## config.mk

```make
export PLATFORM = sky130hd
export DESIGN_NAME = instr_fetch_unit
export DESIGN_NICKNAME = d
export VERILOG_FILES = /design/src/rtl/instr_fetch_unit.sv
export SDC_FILE = /design/constraint.sdc
export NUM_CORES = 1
export LEC_CHECK = 0
export ABC_AREA = 1
export CAP_MARGIN = 20
export CORE_UTILIZATION = 46
export CTS_BUF_LIST = sky130_fd_sc_hd__clkbuf_8
export DETAILED_ROUTE_END_ITERATION = 6
export PLACE_DENSITY = 0.65
export SYNTH_ARGS = -nofsm -noshare
export SYNTH_HDL_FRONTEND = slang
export SYNTH_SLANG_ARGS = --single-unit
```

## constraint.sdc

```tcl
create_clock -name clk -period 5.3 [get_ports clk]
set_input_delay 0.53 -clock clk [delete_from_list [all_inputs] [get_ports clk]]
set_output_delay 0.53 -clock clk [all_outputs]
set_load 0.02 [all_outputs]
```

## src/rtl/instr_fetch_unit.sv

```systemverilog
// instr_fetch_unit: owns the PC, issues in-order word fetches and buffers
// returned words with their PCs for decode. Optional IFETCH_PERF_EN adds
// perf_fetched / perf_stall counters.
module instr_fetch_unit #(
    parameter logic [31:0] RESET_PC   = 32'h0000_0000,
    parameter int          FIFO_DEPTH = 4
) (
    input  logic        clk,
    input  logic        rst,
    output logic        imem_req_valid,
    input  logic        imem_req_ready,
    output logic [31:0] imem_req_addr,
    input  logic        imem_rsp_valid,
    input  logic [31:0] imem_rsp_data,
    input  logic        redirect_valid,
    input  logic [31:0] redirect_pc,
`ifdef IFETCH_PERF_EN
    output logic [31:0] perf_fetched,
    output logic [31:0] perf_stall,
`endif
    output logic        out_valid,
    input  logic        out_ready,
    output logic [31:0] out_ins,
    output logic [31:0] out_pc
);
    localparam int AW = $clog2(FIFO_DEPTH);
    localparam int CW = AW + 1;
    localparam int OW = 16;
    localparam logic [CW-1:0] DEPTH = CW'(FIFO_DEPTH);

    logic [31:0]   r_pc;
    logic [AW-1:0] r_head;
    logic [AW-1:0] r_tail;
    logic [AW-1:0] r_fptr;
    logic [CW-1:0] r_count;
    logic [OW-1:0] r_outst;
    logic [OW-1:0] r_drop;
    logic          r_rst_q;

    logic [31:0]           r_buf_pc  [FIFO_DEPTH];
    logic [31:0]           r_buf_ins [FIFO_DEPTH];
    logic [FIFO_DEPTH-1:0] r_buf_fill;

    logic          w_req_hs;
    logic          w_rsp;
    logic          w_rsp_fill;
    logic          w_pop;
    logic [OW-1:0] w_outst_nxt;
    logic [31:0]   w_redir_pc;

    // Requests only from registered occupancy; a same-cycle pop does not help.
    assign imem_req_valid = !rst && !r_rst_q && (r_count < DEPTH);
    assign imem_req_addr  = r_pc;

    assign out_valid = (r_count != '0) && r_buf_fill[r_head];
    assign out_ins   = r_buf_ins[r_head];
    assign out_pc    = r_buf_pc[r_head];

    assign w_req_hs    = imem_req_valid && imem_req_ready;
    assign w_rsp       = imem_rsp_valid && (r_outst != '0);
    assign w_rsp_fill  = w_rsp && (r_drop == '0);
    assign w_pop       = out_valid && out_ready && !redirect_valid;
    assign w_outst_nxt = r_outst + OW'(w_req_hs) - OW'(w_rsp);
    assign w_redir_pc  = redirect_pc & ~32'h3;

    // PC, pointers, occupancy and in-flight/drop bookkeeping.
    always_ff @(posedge clk) begin
        if (rst) begin
            r_pc    <= RESET_PC;
            r_head  <= '0;
            r_tail  <= '0;
            r_fptr  <= '0;
            r_count <= '0;
            r_outst <= '0;
            r_drop  <= '0;
            r_rst_q <= 1'b1;
        end else begin
            r_rst_q <= 1'b0;
            r_outst <= w_outst_nxt;
            if (redirect_valid) begin
                r_pc    <= w_redir_pc;
                r_head  <= '0;
                r_tail  <= '0;
                r_fptr  <= '0;
                r_count <= '0;
                // Everything still in flight after this cycle is stale.
                r_drop  <= w_outst_nxt;
            end else begin
                if (w_req_hs) begin
                    r_pc   <= r_pc + 32'd4;
                    r_tail <= r_tail + 1'b1;
                end
                if (w_rsp_fill) begin
                    r_fptr <= r_fptr + 1'b1;
                end
                if (w_pop) begin
                    r_head <= r_head + 1'b1;
                end
                if (w_rsp && !w_rsp_fill) begin
                    r_drop <= r_drop - 1'b1;
                end
                r_count <= r_count + CW'(w_req_hs) - CW'(w_pop);
            end
        end
    end

    // Buffer entries: allocate at tail on request, fill oldest unfilled.
    always_ff @(posedge clk) begin
        if (rst) begin
            for (int i = 0; i < FIFO_DEPTH; i++) begin
                r_buf_pc[i]  <= '0;
                r_buf_ins[i] <= '0;
            end
            r_buf_fill <= '0;
        end else if (!redirect_valid) begin
            if (w_req_hs) begin
                r_buf_pc[r_tail]   <= r_pc;
                r_buf_fill[r_tail] <= 1'b0;
            end
            if (w_rsp_fill) begin
                r_buf_ins[r_fptr]  <= imem_rsp_data;
                r_buf_fill[r_fptr] <= 1'b1;
            end
        end
    end

    // A response with nothing outstanding is a memory protocol error.
    always_ff @(posedge clk) begin
        if (!rst && imem_rsp_valid) begin
            assert (r_outst != '0);
        end
    end

`ifdef IFETCH_PERF_EN
    logic [31:0] r_perf_fetched;
    logic [31:0] r_perf_stall;

    assign perf_fetched = r_perf_fetched;
    assign perf_stall   = r_perf_stall;

    // Delivered-instruction and decode-starvation counters.
    always_ff @(posedge clk) begin
        if (rst) begin
            r_perf_fetched <= '0;
            r_perf_stall   <= '0;
        end else begin
            if (out_valid && out_ready) begin
                r_perf_fetched <= r_perf_fetched + 32'd1;
            end
            if (out_ready && !out_valid) begin
                r_perf_stall <= r_perf_stall + 32'd1;
            end
        end
    end
`endif

endmodule

```

After elaboration in Yosys (flattened, before gate mapping):

Memory sizes are Yosys's and may differ from the RTL's. A register that Yosys moved wholly into a read port is not among the register bits.
Index checks and enable logic that the tools add are counted.

* bits in registers: 78
* RAM bits: 256
* bits of input ports: 70
* output and inout bits: 98
* word-level logic and storage cells: 87
* memories kept: 2

* add/subtract/negate cells: 9
* $lt $le $gt $ge: 6
* muxes and demuxes: 34
* bitwise gates (word level): 3
* reduce and logical (&&, ||, !) cells: 23

Memories
* r_buf_ins: words 4, width 32, rd ports 1, clocked after memory_dff 1, write ports 4, RTL line 41 `logic [31:0] r_buf_ins [FIFO_DEPTH];`
* r_buf_pc: words 4, width 32, rd ports 1, clocked after memory_dff 1, write ports 4, RTL line 40 `logic [31:0] r_buf_pc [FIFO_DEPTH];`

Operator list (number)
* two-way mux 32 bit: 4
* OR reduction 32 bit: 2
* adder 32 x 3 -> 32 bit, second input constant: 1
* two-way mux 16 bit: 2
* adder 16 x 1 -> 16 bit: 1
* logical NOT 16 bit: 1
* two-way mux 4 bit: 4
* nonzero test 16 bit: 1
* subtractor 16 x 1 -> 16 bit: 1
* subtractor 16 x 1 -> 16 bit, second input constant: 1
* two-way mux 1 bit: 15
* two-way mux 2 bit: 6
* logical AND 1 bit: 11
* less-than comparator 2 x 3 -> 1 bit, second input constant: 3
* adder 2 x 1 -> 2 bit, second input constant: 3
* AND 4 bit: 1
* demux 1 bit (select 2 bit): 2
* >= comparator 2 x 1 -> 1 bit, second input constant: 2
* logical NOT 1 bit: 4
* NOT 4 bit: 1
* bitwise OR 4 bit: 1
* nonzero test 2 bit: 2
* adder 3 x 1 -> 3 bit: 1
* less-than comparator 3 bit, second input constant: 1
* 4 further kinds: 4

Depth between registers and ports, before layout:

Gate-level depths: netlist of run 1.

* depth after elaboration: 11
* depth in mapped cells: 22
* depth with buffers taken out: 22

Least setup slack after synthesis of run 1:

Ideal clock, no wire load.

* kind: input-to-reg
* start point: in rst
* end point: mem r_buf_pc[3][10] (enable)
* setup time: 0.463 ns
* data arrival time: 3.626 ns
* required time: 4.837 ns
* setup slack: 1.211 ns
* cell stages on the path: 7
* path buffers: 2
* cells stage by stage: buf_2 -> inv_2 -> nand3_4 -> nor2_2 -> inv_2 -> buf_2 -> a211oi_1

RTL lines
* from (decl): RTL line 9 `input logic rst,`
* to (decl): RTL line 40

==> results.md, run 1 <==
- Status: completed
- # DRC: 0
- Total routed wirelength: 41.7 mm
- Cell Chain, Critical Path: clkinv_2 -> buf_4 -> o21ai_0 -> o22ai_1 -> clkdlybuf4s50_1
- Final worst slack: 1.40 ns
- Most frequent cells in the layout: nor2_1 (490), nand2_1 (258), edfxtp_1 (248), inv_1 (184), o21ai_0 (171)
- Peak Freq: 257 MHz
- Relative slew margins: 0.344
- Area Growth Syn to Fin: 18.6%
- Vias in the first global route: 12.4k
- Hold Slack: 0.388 ns
- Routed wire per std cell: 17.0 um
- GR Util met1: 0.326
- IO buf count: 161
- WP data required: 4.77 ns
- CTS buffer count: 55
- Clock sinks: 326
- Max Root-Sink Buffers: 3
- Register area share after synthesis: 0.569
- Total number of vias: 13.0k
- Critical Path Sink Type: output port
- RSZ-0062 raised after global routing: no
- Area of the die: 35200 sq um
- FF+latch area: 9010 sq um
- Commonest non-fill, non-tap cell in the layout: nor2_1
- RD Place Congestion: 0.890
- Die W: 188 um
- Largest net degree at the start of global routing: 78
- First-pass GRT wire length: 65.6 mm
- FP Rows: 67
- Initial DRC count: 999
- Maximum vdd drop: 0.347 mV
- Total Routing Usage GR: 0.234
- Max Cap Viol: 0
- Grt ovf: 0
- Utilization after layout: 0.558
- Netlist cell types: 41
- # IOs: 168
- HP Class: in2reg
- Setup Skew: 0.0295 ns
- Skew-Pair Late Insertion Delay: 0.58 ns
- Synth area leader: edfxtp_1
- Final setup TNS: 0 ns
- Root Driver: clkbuf_8
- Post-synth top area share: 0.470
- Share of cells above drive strength 1: 0.0572
- Vias per cell: 5.29
- Starting Density: 0.470
- Initial antenna violation count: 1
- CTS tree: done
- CP max-delay cell: dfxtp_4
- Final worst path period need: 3.90 ns
- Worst Max-Slew Pin Slew: 0.984 ns
- Pre-antenna DRT Iters: 5
- Leakage: 7.62 nW
- CP startpoint kind: flop
- Synth Instances: 1812
- Max Transition Viols Final: 0
- Mean area per synthesized cell: 8.74 sq um
- Final setup violation count: 0
- CP Class: reg2out
- Clock Pin Slew Worst Setup and Hold Paths: 0.06 ns
- Final hold vios: 0
- Pre-CTS WS: 1.57 ns
- Post-detail-place hpwl: 26.6 mm
- Yosys reg bits: 326
- Cts hold-fix bufs: 0
- Met3 usage in global routing: 0.0386
- Post-CTS Resized: 0
- PD cells: 365 nW/um^2
- Critical Path AT: 3.37 ns
- DRT antenna net count: 0
- Area of the multi-input gates: 5760 sq um
- Postcts setup bufs: 0
- Core area: 33700 sq um
- Crit share post-route: 0.735
- Crit path max fanout: 49
- Top Usage Layer GRT: met2
- H-tree levels: 2
- Synthesized area: 15800 sq um
- Yosys warning count: 0
- Fillers: 3059
- Crit path largest cell delay: 0.68 ns
- Met2 Usage GRT: 0.379
- Die height: 188 um
- Area contributors post-synth: edfxtp_1 (47%), nor2_1 (12%), dfxtp_1 (9.9%)
- Final #Nets: 2076
-- layout make-up --
cell class | count | share of cell area
clock buffers | 56 | 0.0410
diodes | 1 | 0.000133
multi-input cells | 1222 | 0.307
repair buffers | 186 | 0.0959
well taps | 448 | 0.0298
flip-flops and latches | 326 | 0.480
inverters | 178 | 0.0357
clock inverters | 43 | 0.0111
-- per-stage QoR --
stage	cell area, sq um	cells	total power, mW
after global routing	18800	2460	7.28
final	18800	2460	6.87
after CTS	18800	2459	6.91
after floorplan	15900	1815	4.37
after detailed placement	17800	2360	4.88
after global placement	17800	2360	4.85
-- sequential cells by signal, summed over array words and instances (netlist names), named ones only --
name           count
r_count            3
r_outst           16
r_head             2
r_drop            16
r_buf_pc         120
r_buf_ins        128
r_fptr             2
r_rst_q            1
r_buf_fill         4
imem_req_addr     30
r_tail             2
-- logic make-up after synthesis --
kind of cell    synth area share
fa+ha+maj                 0.0302
buf+inv                   0.0692
flops                      0.569
simple gates               0.216
compound gates             0.104
xor+xnor                  0.0116
other cells             0.000237
-- routing by layer --
layer | routed length, um | up-vias
li1 | - | 6333
met1 | 18600 | 6165
met2 | 19400 | 447
met3 | 2950 | 67
met4 | 893 | 0
met5 | 0 | -
-- path summary, 6_finish.rpt --
kind	from	to	slack [ns]	cells after the start
hold reg to reg	r_buf_fill[1]$_SDFFE_PP0N_	r_buf_fill[1]$_SDFFE_PP0N_	0.47	2
hold / removal	rst	flop	0.39	4
setup reg to reg	r_outst[12]$_SDFF_PP0_	r_drop[10]$_SDFFE_PP0P_	2.08	21
setup / recovery	flop	out_pc[24]	1.40	5
-- synth_stat cells --
| master | instances |
|---|---|
| a211oi_1 | 1 |
| a21boi_0 | 1 |
| a21o_1 | 1 |
| a21oi_1 | 55 |
| a31oi_1 | 8 |
| a41oi_1 | 1 |
| buf_1 | 8 |
| buf_2 | 5 |
| buf_4 | 5 |
| buf_6 | 9 |
| clkbuf_1 | 62 |
| clkinv_1 | 2 |
| clkinv_2 | 1 |
| conb_1 | 1 |
| dfxtp_1 | 78 |
| edfxtp_1 | 248 |
| fa_1 | 2 |
| ha_1 | 35 |
| inv_1 | 171 |
| inv_2 | 4 |
| nand2_1 | 258 |
| nand2_2 | 1 |
| nand3_1 | 52 |
| nand3_2 | 1 |
| nand3_4 | 4 |
| nand3b_1 | 1 |
| nand4_1 | 16 |
| nor2_1 | 490 |
| nor2_2 | 5 |
| nor3_1 | 19 |
| nor3b_1 | 1 |
| o2111ai_1 | 1 |
| o211ai_1 | 2 |
| o21ai_0 | 171 |
| o21ai_1 | 2 |
| o21bai_1 | 1 |
| o22ai_1 | 64 |
| or2_2 | 3 |
| or3_1 | 1 |
| xnor2_1 | 1 |
| xor2_1 | 20 |
-- worst max-delay path: cells and delay by family, from the launching register on --
family / cells / cell delay [ns]
AOI/OAI and AO/OA: 2 / 0.38
buffers and inverters: 3 / 1.74
DFF: 1 / 0.68
-- report_power, final --
group	internal, mW	leakage [nW]	switching (mW)
Combinational	0.631	3.87	1.16
Clock	1.03	0.552	0.992
Sequential	2.94	3.20	0.111
Power figures use the tool's default switching activity.
==> run 2, diff against run 1 <==
==> constraint.sdc (replaced) <==
create_clock -name clk -period 3.7 [get_ports clk]
set_input_delay 0.37 -clock clk [delete_from_list [all_inputs] [get_ports clk]]
set_output_delay 0.37 -clock clk [all_outputs]
set_load 0.02 [all_outputs]
==> results.md, run 2 (synthesis gave the netlist of run 1 again) <==
- Final #Nets: 2082 (+0.29%)
- Largest net degree at the start of global routing: 125 (+60%)
- Worst Max-Slew Pin Slew: 0.880 ns (-0.104 ns)
- CP Class: reg2out
- Relative slew margins: 0.413 (+0.0694)
- H-tree levels: 2 (unchanged)
- CP delay by family, top: buffers and inverters
- Setup Skew: 0.0406 ns (+0.0111 ns)
- RD Place Congestion: 0.912 (+2.4%)
- Crit share post-route: 0.918
- Critical Path AT: 3.03 ns (-0.34 ns)
- Most flops, register: r_buf_ins
- HP Class: in2reg
- Core area: 33700 sq um (unchanged)
- CP max-delay cell: dfxtp_2
- Max Transition Viols Final: 0 (unchanged)
- Die height: 188 um (unchanged)
- Vias in the first global route: 12.3k (-0.84%)
- Post-detail-place hpwl: 26.4 mm (-0.67%)
- Crit path max fanout: 41 (-16%)
- Crit path largest cell delay: 0.90 ns (+0.22 ns)
- WP data required: 3.33 ns (-1.44 ns)
- # DRC: 0 (unchanged)
- Clock sinks: 326 (unchanged)
- Area after DPL: 17900 sq um (+0.48%)
- Maximum vdd drop: 0.520 mV (+50%)
- Reg2Reg Depth: 21 (unchanged)
- Max reg flops: 128 (unchanged)
- First-pass GRT wire length: 65.1 mm (-0.70%)
- Pre-antenna DRT Iters: 6 (+1)
- Grt ovf: 0 (unchanged)
- Total number of vias: 13.0k (-0.35%)
- Leakage: 7.68 nW (+0.79%)
- PD cells: 523 nW/um^2 (+43%)
- Hold path cells: 4 (unchanged)
- Total routed wirelength: 41.3 mm (-0.97%)
- RSZ-0062 raised after global routing: no
- Fillers: 3093 (+1.1%)
- Cts hold-fix bufs: 0 (unchanged)
- Routed wire per std cell: 16.8 um (-1.1%)
- Utilization after layout: 0.560 (+0.00241)
- Share of cells above drive strength 1: 0.0611 (+0.00389)
- Status: completed
- Root Driver: clkbuf_8
- Final setup violation count: 0 (unchanged)
- Hold Slack: 0.164 ns (-0.223 ns)
- Die W: 188 um (unchanged)
- Worst path depth: 4 (-1)
- Postcts setup bufs: 0 (unchanged)
- CTS buffer count: 53 (-3.6%)
- Critical Path Sink Type: output port
- DRT antenna net count: 0 (unchanged)
- Final instance area: 18900 sq um (+0.43%)
- Final hold vios: 0 (unchanged)
- Cell Chain, Critical Path: buf_4 -> o21ai_0 -> o22ai_1 -> clkdlybuf4s50_1
- Max Root-Sink Buffers: 3 (unchanged)
- Area Growth Syn to Fin: 19.1%
- # IOs: 168 (unchanged)
- Final setup TNS: 0 ns (unchanged)
- FF+latch area: 9010 sq um (unchanged)
- Initial DRC count: 1083 (+8.4%)
- Final worst path period need: 3.40 ns
- Area of the multi-input gates: 5760 sq um (unchanged)
- Area of the die: 35200 sq um (unchanged)
- Commonest non-fill, non-tap cell in the layout: nor2_1
- Post-CTS Resized: 0 (unchanged)
- Vias per cell: 5.26 (-0.47%)
- Skew-Pair Late Insertion Delay: 0.61 ns (+0.03 ns)
- Initial antenna violation count: 1 (unchanged)
- Clock Pin Slew Worst Setup and Hold Paths: 0.06 ns (about the same)
- Total Routing Usage GR: 0.233 (-0.00120)
- CTS tree: done
- Buffer and inverter count on the worst path: 2 (-1)
- Max Cap Viol: 0 (unchanged)
- FP Rows: 67 (unchanged)
- Most frequent cells in the layout: nor2_1 (490), nand2_1 (258), edfxtp_1 (248), inv_1 (186), o21ai_0 (171)
- Starting Density: 0.470 (unchanged)
- Peak Freq: 294 MHz
- IO buf count: 161 (unchanged)
- CP startpoint kind: flop
==> run 2: final timing paths <==
| check | slack, ns | start | endpoint |
|---|---|---|---|
| worst max-delay path | 0.30 | flop | out_pc[29] |
| worst min-delay path | 0.16 | rst | r_tail[1]$_SDFFE_PP0N_ |
| worst max register to register | 0.55 | r_outst[14]$_SDFF_PP0_ | r_drop[10]$_SDFFE_PP0P_ |
| worst min register to register | 0.46 | r_buf_fill[2]$_SDFFE_PP0N_ | r_buf_fill[2]$_SDFFE_PP0N_ |
==> run 2: per-stage QoR <==
step | cells | total power, mW | setup slack (ns)
6_report | 2463 | 9.88 | 0.302
5_1_grt | 2463 | 10.5 | 0.116
4_1_cts | 2462 | 9.91 | 0.192
3_5_place_dp | 2368 | 6.99 | 0.552
3_3_place_gp | 2368 | 6.95 | 0.559
2_1_floorplan | 1815 | 6.26 | 0.799
==> run 2: area by class of cell <==
| type | count | share of cell area |
|---|---|---|
| sequential | 326 | 0.478 |
| multi-input combinational | 1222 | 0.305 |
| timing repair buffer | 194 | 0.100 |
| clock buffer | 53 | 0.0386 |
| inverter | 178 | 0.0355 |
| tap | 448 | 0.0297 |
| clock inverter | 41 | 0.0131 |
| antenna | 1 | 0.000133 |
==> run 2: power by group <==
part	internal [mW]	switching (mW)
Sequential	4.22	0.158
Clock	1.49	1.44
Combinational	0.907	1.67
==> run 2: per-layer routing <==
layer	global-route usage	wire length (um)
met1	0.328	18700
met2	0.370	18800
met3	0.0384	2780
met4	0.0704	976
met5	0	0
==> run 2: worst register-to-register path: cells and delay by family (launching register included) <==
kind / cells / cell delay (ns)
buffers and inverters: 4 / 0.32
AOI/OAI and AO/OA: 2 / 0.43
adders and majority gates: 4 / 1.04
DFF: 1 / 0.30
and+or+nand+nor: 11 / 1.01
